## config.mk

```make
export PLATFORM = sky130hd
export DESIGN_NAME = bus_arbiter
export DESIGN_NICKNAME = d
export VERILOG_FILES = /design/src/rtl/bus_arbiter.sv
export SDC_FILE = /design/constraint.sdc
export NUM_CORES = 1
export LEC_CHECK = 0
export CORE_ASPECT_RATIO = 0.8
export CORE_MARGIN = 1.5
export CORE_UTILIZATION = 38
export DETAILED_ROUTE_END_ITERATION = 10
export HOLD_SLACK_MARGIN = 0.06
export PLACE_DENSITY = 0.84
export RECOVER_POWER = 100
export SLEW_MARGIN = 20
export SYNTH_ARGS = -nofsm -noshare
export SYNTH_HDL_FRONTEND = slang
export SYNTH_SLANG_ARGS = --single-unit
export TNS_END_PERCENT = 5
```

## constraint.sdc

```tcl
create_clock -name clk -period 2.1 [get_ports clk]
set_clock_uncertainty 0.15 [all_clocks]
set_input_delay 0.315 -clock clk [delete_from_list [all_inputs] [get_ports clk]]
set_output_delay 0.315 -clock clk [all_outputs]
set_load 0.03 [all_outputs]
```

## src/rtl/bus_arbiter.sv

```systemverilog
// Two-master round-robin arbiter for the 16-bit address / 32-bit data system bus.
// Serialises CPU and DMA transactions and aborts reads to unmapped space after TIMEOUT cycles.
module bus_arbiter #(
    parameter int TIMEOUT = 16
) (
    input  logic        clk,
    input  logic        rst,

    input  logic [15:0] m0_addr,
    input  logic        m0_rd_en,
    input  logic        m0_wr_en,
    input  logic [31:0] m0_wr_data,
    output logic [31:0] m0_rd_data,
    output logic        m0_rd_valid,
    output logic        m0_wr_done,

    input  logic [15:0] m1_addr,
    input  logic        m1_rd_en,
    input  logic        m1_wr_en,
    input  logic [31:0] m1_wr_data,
    output logic [31:0] m1_rd_data,
    output logic        m1_rd_valid,
    output logic        m1_wr_done,

    output logic [15:0] s_addr,
    output logic        s_rd_en,
    output logic        s_wr_en,
    output logic [31:0] s_wr_data,
    input  logic [31:0] s_rd_data,
    input  logic        s_rd_valid,

    output logic [1:0]  grant,
    output logic        bus_err,
    output logic [1:0]  dbg_state
);

    // Handshake: a master holds its rd_en/wr_en level (with addr/data stable) until its
    // one-cycle rd_valid/wr_done pulse; the slave gets one-cycle s_rd_en/s_wr_en strobes
    // and s_rd_valid is honoured only while waiting for read data.
    typedef enum logic [1:0] {
        ST_IDLE  = 2'd0,
        ST_ISSUE = 2'd1,
        ST_WAIT  = 2'd2,
        ST_RESP  = 2'd3
    } state_t;

    localparam logic [7:0] LP_CNT_LAST = 8'(TIMEOUT - 1);

    state_t      r_state;
    logic        r_last;
    logic        r_owner;
    logic        r_is_wr;
    logic [15:0] r_addr;
    logic [31:0] r_wr_data;
    logic [31:0] r_rd_data;
    logic [7:0]  r_cnt;
    logic        r_err;
    logic [1:0]  r_grant;
    logic        r_s_rd_en;
    logic        r_s_wr_en;
    logic        r_m0_rd_valid;
    logic        r_m1_rd_valid;
    logic        r_m0_wr_done;
    logic        r_m1_wr_done;

    logic        w_m0_req;
    logic        w_m1_req;
    logic        w_any_req;
    logic        w_pick_m1;
    logic [15:0] w_sel_addr;
    logic [31:0] w_sel_wdata;
    logic        w_sel_wr;
    logic        w_busy;

    assign w_m0_req    = m0_rd_en | m0_wr_en;
    assign w_m1_req    = m1_rd_en | m1_wr_en;
    assign w_any_req   = w_m0_req | w_m1_req;
    // On a tie the master that did not own the previous transaction wins.
    assign w_pick_m1   = w_m1_req & (~w_m0_req | ~r_last);
    assign w_sel_addr  = w_pick_m1 ? m1_addr    : m0_addr;
    assign w_sel_wdata = w_pick_m1 ? m1_wr_data : m0_wr_data;
    assign w_sel_wr    = w_pick_m1 ? m1_wr_en   : m0_wr_en;
    assign w_busy      = (r_state != ST_IDLE);

    always_ff @(posedge clk) begin
        if (rst) begin
            r_state       <= ST_IDLE;
            r_last        <= 1'b1;
            r_owner       <= 1'b0;
            r_is_wr       <= 1'b0;
            r_addr        <= 16'h0;
            r_wr_data     <= 32'h0;
            r_rd_data     <= 32'h0;
            r_cnt         <= 8'h0;
            r_err         <= 1'b0;
            r_grant       <= 2'b00;
            r_s_rd_en     <= 1'b0;
            r_s_wr_en     <= 1'b0;
            r_m0_rd_valid <= 1'b0;
            r_m1_rd_valid <= 1'b0;
            r_m0_wr_done  <= 1'b0;
            r_m1_wr_done  <= 1'b0;
        end else begin
            r_s_rd_en     <= 1'b0;
            r_s_wr_en     <= 1'b0;
            r_m0_rd_valid <= 1'b0;
            r_m1_rd_valid <= 1'b0;
            r_m0_wr_done  <= 1'b0;
            r_m1_wr_done  <= 1'b0;

            case (r_state)
                ST_IDLE: begin
                    if (w_any_req) begin
                        r_owner   <= w_pick_m1;
                        r_last    <= w_pick_m1;
                        r_addr    <= w_sel_addr;
                        r_wr_data <= w_sel_wdata;
                        r_is_wr   <= w_sel_wr;
                        r_grant   <= w_pick_m1 ? 2'b10 : 2'b01;
                        r_s_rd_en <= ~w_sel_wr;
                        r_s_wr_en <= w_sel_wr;
                        r_state   <= ST_ISSUE;
                    end
                end

                ST_ISSUE: begin
                    if (r_is_wr) begin
                        if (r_owner) begin
                            r_m1_wr_done <= 1'b1;
                        end else begin
                            r_m0_wr_done <= 1'b1;
                        end
                        r_state <= ST_RESP;
                    end else begin
                        r_cnt   <= 8'h0;
                        r_state <= ST_WAIT;
                    end
                end

                ST_WAIT: begin
                    if (s_rd_valid) begin
                        r_rd_data <= s_rd_data;
                        if (r_owner) begin
                            r_m1_rd_valid <= 1'b1;
                        end else begin
                            r_m0_rd_valid <= 1'b1;
                        end
                        r_state <= ST_RESP;
                    end else if (r_cnt == LP_CNT_LAST) begin
                        // Unmapped read: complete with zero data and flag the error.
                        r_rd_data <= 32'h0;
                        r_err     <= 1'b1;
                        if (r_owner) begin
                            r_m1_rd_valid <= 1'b1;
                        end else begin
                            r_m0_rd_valid <= 1'b1;
                        end
                        r_state <= ST_RESP;
                    end else begin
                        r_cnt <= r_cnt + 8'd1;
                    end
                end

                ST_RESP: begin
                    r_err   <= 1'b0;
                    r_grant <= 2'b00;
                    r_state <= ST_IDLE;
                end

                default: begin
                    r_state <= ST_IDLE;
                end
            endcase
        end
    end

    assign s_addr      = w_busy ? r_addr    : 16'h0;
    assign s_wr_data   = w_busy ? r_wr_data : 32'h0;
    assign s_rd_en     = r_s_rd_en;
    assign s_wr_en     = r_s_wr_en;
    assign m0_rd_data  = r_rd_data;
    assign m1_rd_data  = r_rd_data;
    assign m0_rd_valid = r_m0_rd_valid;
    assign m1_rd_valid = r_m1_rd_valid;
    assign m0_wr_done  = r_m0_wr_done;
    assign m1_wr_done  = r_m1_wr_done;
    assign grant       = r_grant;
    assign bus_err     = r_err;
    assign dbg_state   = r_state;

endmodule

```

After elaboration in Yosys (flattened, before gate mapping):

Index checks and enable logic that the tools add are counted.

* output and inout port bits: 123
* register bits: 102

* bitwise gates (word level): 13
* equality and inequality tests: 10
* muxes and demuxes: 28
* add/subtract/negate cells: 1
* reduce and logical (&&, ||, !) cells: 15

Operators by type and width (count)
* $mux 32: 4
* $mux 16: 2
* $mux 8: 3
* $pmux 8 s2: 1
* $mux 1: 10
* $mux 2: 5
* $ne 2x2->1 const B: 5
* $reduce_bool 2->1: 5
* $add 8x1->8 const B: 1
* $eq 8x4->1 const B: 1
* $not 1->1: 8
* $pmux 2 s4: 1
* $reduce_and 2->1: 4
* $reduce_or 3->1: 2
* $eq 2x2->1 const B: 2
* $or 1x1->1: 4
* $pmux 2 s2: 1
* $reduce_and 4->1: 1
* $ne 3x3->1 const B: 1
* $reduce_and 3->1: 1
* $eq 2x1->1 const B: 1
* $logic_not 2->1: 1
* $pmux 1 s2: 1
* $reduce_or 2->1: 1
* $and 1x1->1: 1

Longest topological paths before layout:

* depth after elaboration: 7
* mapped depth: 8
* depth with buffers taken out: 6

Least setup slack after synthesis:

Ideal clock, no wire load.

* path type: register -> register
* start point: reg r_state[0], in the netlist dbg_state[0]
* end point: reg r_addr[0]
* slack: -0.072 ns
* path buffers: 3
* library setup time: 0.122 ns
* arrival: 1.901 ns
* cell stages (with the launch flop): 9
* path through: dfxtp_1 > inv_1 > ha_1 > buf_2 > nand3b_1 > nor2_1 > buf_2 > buf_2 > a221o_1

* longest elaborated chain between the ends: 2

Ends and longest elaborated chain
* start, declared: RTL line 49 `state_t r_state;`
* start signal, assigned: RTL line 87 `r_state <= ST_IDLE;`
* start signal, assigned: RTL line 122 `r_state <= ST_ISSUE;`
* start signal, assigned: RTL line 133 `r_state <= ST_RESP;`
* $logic_not 2->1: RTL line 111 `case (r_state)`
* $reduce_and 2->1 (no source line)
* end signal, assigned: RTL line 116 `r_addr <= w_sel_addr;`
* end, declared: RTL line 53 `logic [15:0] r_addr;`

No other way between the ends.
A chain may end at the register's enable or synchronous reset.

Worst setup path after layout:

* start point: reg r_state[1], in the netlist dbg_state[1]
* end point: out s_wr_data[9]

* longest elaborated chain between the ends: 2

Ends and longest elaborated chain
* $reduce_bool 2->1: RTL line 83 `assign w_busy = (r_state != ST_IDLE);`
* $mux 32: RTL line 178 `assign s_wr_data = w_busy ? r_wr_data : 32'h0;`
* end, declared: RTL line 28 `output logic [31:0] s_wr_data,`

No other way between the ends.

==> metrics.txt <==
# TYPE chip_impl_metric gauge
chip_impl_metric{name="finalNetCount",unit=""} 828
chip_impl_metric{name="floorplan.die_area",unit="um^2"} 12500
chip_impl_metric{name="core-area",unit="um^2"} 11600
chip_impl_metric{name="setup_slack",unit="ns"} -0.0161
chip_impl_metric{name="detail_route.wirelength",unit="mm"} 15.3
chip_impl_metric{name="seq_area_frac_synth",unit="%"} 45.2
chip_impl_metric{name="min_delay_path_depth",unit=""} 1
chip_impl_metric{name="p_sw",unit="W"} 0.00317
chip_impl_metric{name="grt_start_max_net_pins",unit=""} 49
chip_impl_metric{name="worst_skew_pair.late_latency",unit="ns"} 0.33
chip_impl_metric{name="min_period",unit="ns"} 2.12
chip_impl_metric{name="final_hold_fails",unit=""} 0
chip_impl_info{name="whs_endpoint",value="m0_rd_data[1]"} 1
chip_impl_metric{name="pin_count",unit=""} 258
chip_impl_metric{name="finalHoldWorstSlack",unit="ns"} 0.346
chip_impl_metric{name="relSlewSlack",unit="%"} 53.8
chip_impl_info{name="netlist.top_cell.by_area",value="dfxtp_1"} 1
chip_impl_metric{name="dp.cells",unit=""} 823
chip_impl_info{name="final_common_cell",value="clkdlybuf4s50_1"} 1
chip_impl_info{name="grt_setup_unrepaired",value="true"} 1
chip_impl_metric{name="drt_drc_violations_left",unit=""} 0
chip_impl_metric{name="ff2ff_setup_slack",unit="ns"} 0.06
chip_impl_metric{name="gr-usage-all-layers",unit="%"} 23.7
chip_impl_metric{name="floorplan.die.width",unit="um"} 125
chip_impl_metric{name="setup_viol_count_final",unit=""} 4
chip_impl_info{name="critPathKind",value="flop to output pin"} 1
chip_impl_info{name="cp-start-kind",value="flop"} 1
chip_impl_metric{name="postCtsSetupBuffers",unit=""} 0
chip_impl_metric{name="synth_nets",unit=""} 600
chip_impl_metric{name="maxCapViolCount",unit=""} 0
chip_impl_info{name="clockRootBuffer",value="clkbuf_16"} 1
chip_impl_metric{name="numClockSinks",unit=""} 102
chip_impl_info{name="min-delay-path-class",value="flop to flop"} 1
chip_impl_info{name="synth_top_cells_by_area",value="dfxtp_1 45%, a221o_1 11%, and3_1 6.9%"} 1
chip_impl_info{name="critPathCaptureType",value="output pin"} 1
chip_impl_info{name="rr_endpoint",value="r_cnt[6]"} 1
chip_impl_metric{name="power.switching_fraction",unit="%"} 38.2
chip_impl_metric{name="drt_first_pass_iters",unit=""} 5
chip_impl_info{name="run_status",value="finished with violations"} 1
chip_impl_metric{name="synth-compound-area-share",unit="%"} 22.8
chip_impl_metric{name="post_synth_inst_count",unit=""} 460
chip_impl_metric{name="core.rowCount",unit=""} 35
chip_impl_metric{name="avgRoutedWirePerCell",unit="um"} 18.2
chip_impl_metric{name="remaining_antenna_violation_count_after_routing",unit=""} 0
chip_impl_metric{name="synth.ff_latch_count",unit=""} 102
chip_impl_metric{name="ir_worst_vdd",unit="V"} 0.000536
chip_impl_info{name="hold_path.startpoint",value="m0_rd_data[1]"} 1
chip_impl_metric{name="worst-endpoint-required",unit="ns"} 1.63
chip_impl_metric{name="post_synth_xor_area_fraction",unit="%"} 0
chip_impl_metric{name="p_leak",unit="nW"} 3.31
chip_impl_metric{name="grt.overflow.total",unit=""} 0
chip_impl_metric{name="post_synth_and_or_nand_nor_area_fraction",unit="%"} 20.4
chip_impl_metric{name="design_power_total",unit="W"} 0.00830
chip_impl_metric{name="die_h",unit="um"} 101
chip_impl_info{name="synth-main-ff-cell",value="dfxtp_1"} 1
chip_impl_metric{name="worst-path-max-fanout",unit=""} 21
chip_impl_info{name="cells_along_the_critical_path",value="inv_1, ha_2, buf_6, nor2b_1, dlygate4sd2_1"} 1
chip_impl_metric{name="cts_made_buffers",unit=""} 9
chip_impl_metric{name="yosys_warnings",unit=""} 0
chip_impl_info{name="final_cell_mix",value="135 x clkdlybuf4s50_1, 100 x dfxtp_1, 74 x dlygate4sd3_1, 50 x and3_1"} 1
chip_impl_metric{name="stdcell_count",unit=""} 841
chip_impl_metric{name="synth.avg_cell_area",unit="um^2"} 9.82
chip_impl_metric{name="combinationalPowerShare",unit="%"} 46.4
chip_impl_metric{name="yosys-mux-area-fraction",unit="%"} 0.443
chip_impl_metric{name="asyncSetResetFlopFracSynth",unit="%"} 0
chip_impl_metric{name="synthAdderAreaFrac",unit="%"} 1.39
chip_impl_metric{name="synth_enable_flop_cells",unit=""} 0
chip_impl_metric{name="power.share.sequential",unit="%"} 32.4
chip_impl_metric{name="post_synthesis_cell_area",unit="um^2"} 4520
chip_impl_metric{name="grt_first_pass_wirelength",unit="mm"} 24.0
chip_impl_info{name="synth_top_family_by_area",value="compound AO/OA/AOI/OAI gates"} 1
chip_impl_metric{name="tightest_slew",unit="ns"} 0.691
chip_impl_metric{name="routabilityCongestion",unit=""} 0.860
chip_impl_metric{name="worst-endpoint-arrival",unit="ns"} 1.65
chip_impl_metric{name="max-clock-path-buffers",unit=""} 2
chip_impl_metric{name="minimum_setup_slack_after_placement",unit="ns"} -0.454
chip_impl_metric{name="synth_top_area_share",unit="%"} 45.2
chip_impl_metric{name="drt_iter0_markers",unit=""} 363
chip_impl_metric{name="via_per_inst",unit=""} 5.48
chip_impl_metric{name="area_growth_syn_to_layout",unit="%"} 65.0
chip_impl_info{name="library_cell_contributing_the_largest_single_delay_on_the_critical_path",value="dlygate4sd2_1"} 1
chip_impl_metric{name="timing.final.max_slew_violations",unit=""} 0
chip_impl_metric{name="critical-path-max-stage-delay",unit="ns"} 0.41
chip_impl_info{name="tritoncts",value="yes"} 1
chip_impl_metric{name="initial_utilization",unit="%"} 39.1
chip_impl_metric{name="worst_setup_hold_path_clk_slew",unit="ns"} 0.07
chip_impl_metric{name="fin_crit_sh",unit="%"} 101
chip_impl_info{name="reg2reg_from",value="dbg_state[0]"} 1
chip_impl_metric{name="pwr-share-clk",unit="%"} 21.2
chip_impl_metric{name="p_int",unit="W"} 0.00513
chip_impl_metric{name="grt_pass1_vias",unit=""} 4693
chip_impl_metric{name="hpwl",unit="mm"} 11.1
chip_impl_metric{name="placement.io_buffers",unit=""} 257
chip_impl_metric{name="yosys.cell_types.count",unit=""} 47
chip_impl_metric{name="initial_antenna_violation_count",unit=""} 0
chip_impl_metric{name="h-tree-depth",unit=""} 3
chip_impl_metric{name="power_density",unit="nW/um^2"} 1110
chip_impl_metric{name="fmaxAchievable",unit="MHz"} 473
chip_impl_info{name="violations",value="negative setup slack"} 1
chip_impl_metric{name="final_layout_size_suffix_gt1_share",unit="%"} 13.9
chip_impl_metric{name="vias_post_dr",unit=""} 4610
chip_impl_metric{name="antenna-diode-count",unit=""} 0
chip_impl_metric{name="timing.reg2reg.worst_path_depth",unit=""} 6
==> critical path: cells and delay by family, from the launching register on <==
kind	cells	cell delay, ns
AND/OR/NAND/NOR	1	0.11
adder cells (fa/ha/maj)	1	0.22
buffers and inverters	3	0.65
flip-flops	1	0.33
==> state kept, by name, summed over array words and instances (netlist names), 2 cells and up <==
signal	flops
r_wr_data	32
r_cnt	8
r_addr	16
grant	2
m0_rd_data	32
dbg_state	2
==> metal layers <==
layer | global-route usage [%] | share of wire [%]
met1 | 29.0 | 41
met2 | 42.4 | 51
met3 | 4.25 | 5.7
met4 | 8.30 | 2.4
met5 | 0 | 0
==> repair_timing <==
| item | 4_1_cts | 5_1_grt |
|---|---|---|
| cloned | 1 | 0 |
| resized for setup | 102 | 40 |
| hold buffers | 0 | 0 |
| endpoints found under the hold margin | 0 | 0 |
| endpoints found under the setup margin | 93 | 76 |
| pin swaps | 12 | 2 |
==> power groups by stage <==
stage               logic, W  registers [W]  clock network, W
global placement     0.00387        0.00269                 0
CTS                  0.00393        0.00269           0.00180
finish               0.00385        0.00269           0.00176
global route         0.00407        0.00275           0.00188
floorplan            0.00213        0.00287                 0
detailed placement   0.00396        0.00271                 0
==> metrics by stage <==
step | setup TNS, ns | instance area, um^2 | utilization, %
3_5_place_dp | -21.05 | 7180 | 62.1
6_report | -0.0353 | 7450 | 64.5
2_1_floorplan | 0 | 4520 | -
5_1_grt | -1.06 | 7450 | 64.5
3_3_place_gp | -17.76 | 7180 | 62.1
4_1_cts | -7.57 | 7550 | 65.3
==> layout make-up <==
type / count / area [um^2]
clock buffers: 11 / 233
clock inverters: 5 / 83.8
fillers: 951 / 4110
inverters: 6 / 22.5
multi-input cells: 281 / 2080
flip-flops and latches: 102 / 2040
well taps: 148 / 185
repair buffers: 288 / 2810
==> worst max-delay path by stage <==
stage	startpoint	endpoint	slack (ns)	cells past startpoint
4_1_cts	dbg_state[1]	r_addr[15]	-0.14	5
2_1_floorplan	dbg_state[0]	r_addr[0]	0.08	8
6_report	dbg_state[1]	s_wr_data[9]	-0.02	5
3_3_place_gp	m1_wr_en	r_wr_data[15]	-0.37	6
5_1_grt	dbg_state[1]	s_wr_data[9]	-0.09	5
3_5_place_dp	m0_wr_en	r_wr_data[17]	-0.45	5
==> cell usage after synthesis, types with 2 or more instances <==
cell / count
o311ai_0: 4
a2bb2oi_1: 3
nor2_1: 15
nand2_1: 11
nor4_1: 2
nand2b_1: 3
nor2b_1: 50
nor3_1: 3
or4_1: 2
inv_1: 5
and3_1: 50
a221o_1: 48
mux2i_1: 2
buf_4: 32
o31ai_1: 2
or3_1: 3
a22o_1: 32
buf_2: 18
o21ai_0: 6
dfxtp_1: 102
a21o_1: 3
nand4_1: 2
nand3_1: 5
nor3b_1: 2
ha_1: 5
clkbuf_1: 20
o21a_1: 3
a21oi_1: 7
o21ai_1: 2
==> cell families (layout without fill, tap and decap cells) <==
kind of cell / after synthesis / count (layout)
flops: 102 / 102
mux: 2 / 2
buf+inv: 78 / 310
fa+ha+maj: 5 / 5
compound gates: 118 / 118
simple gates: 155 / 156
(Power assumes the default switching activity.)
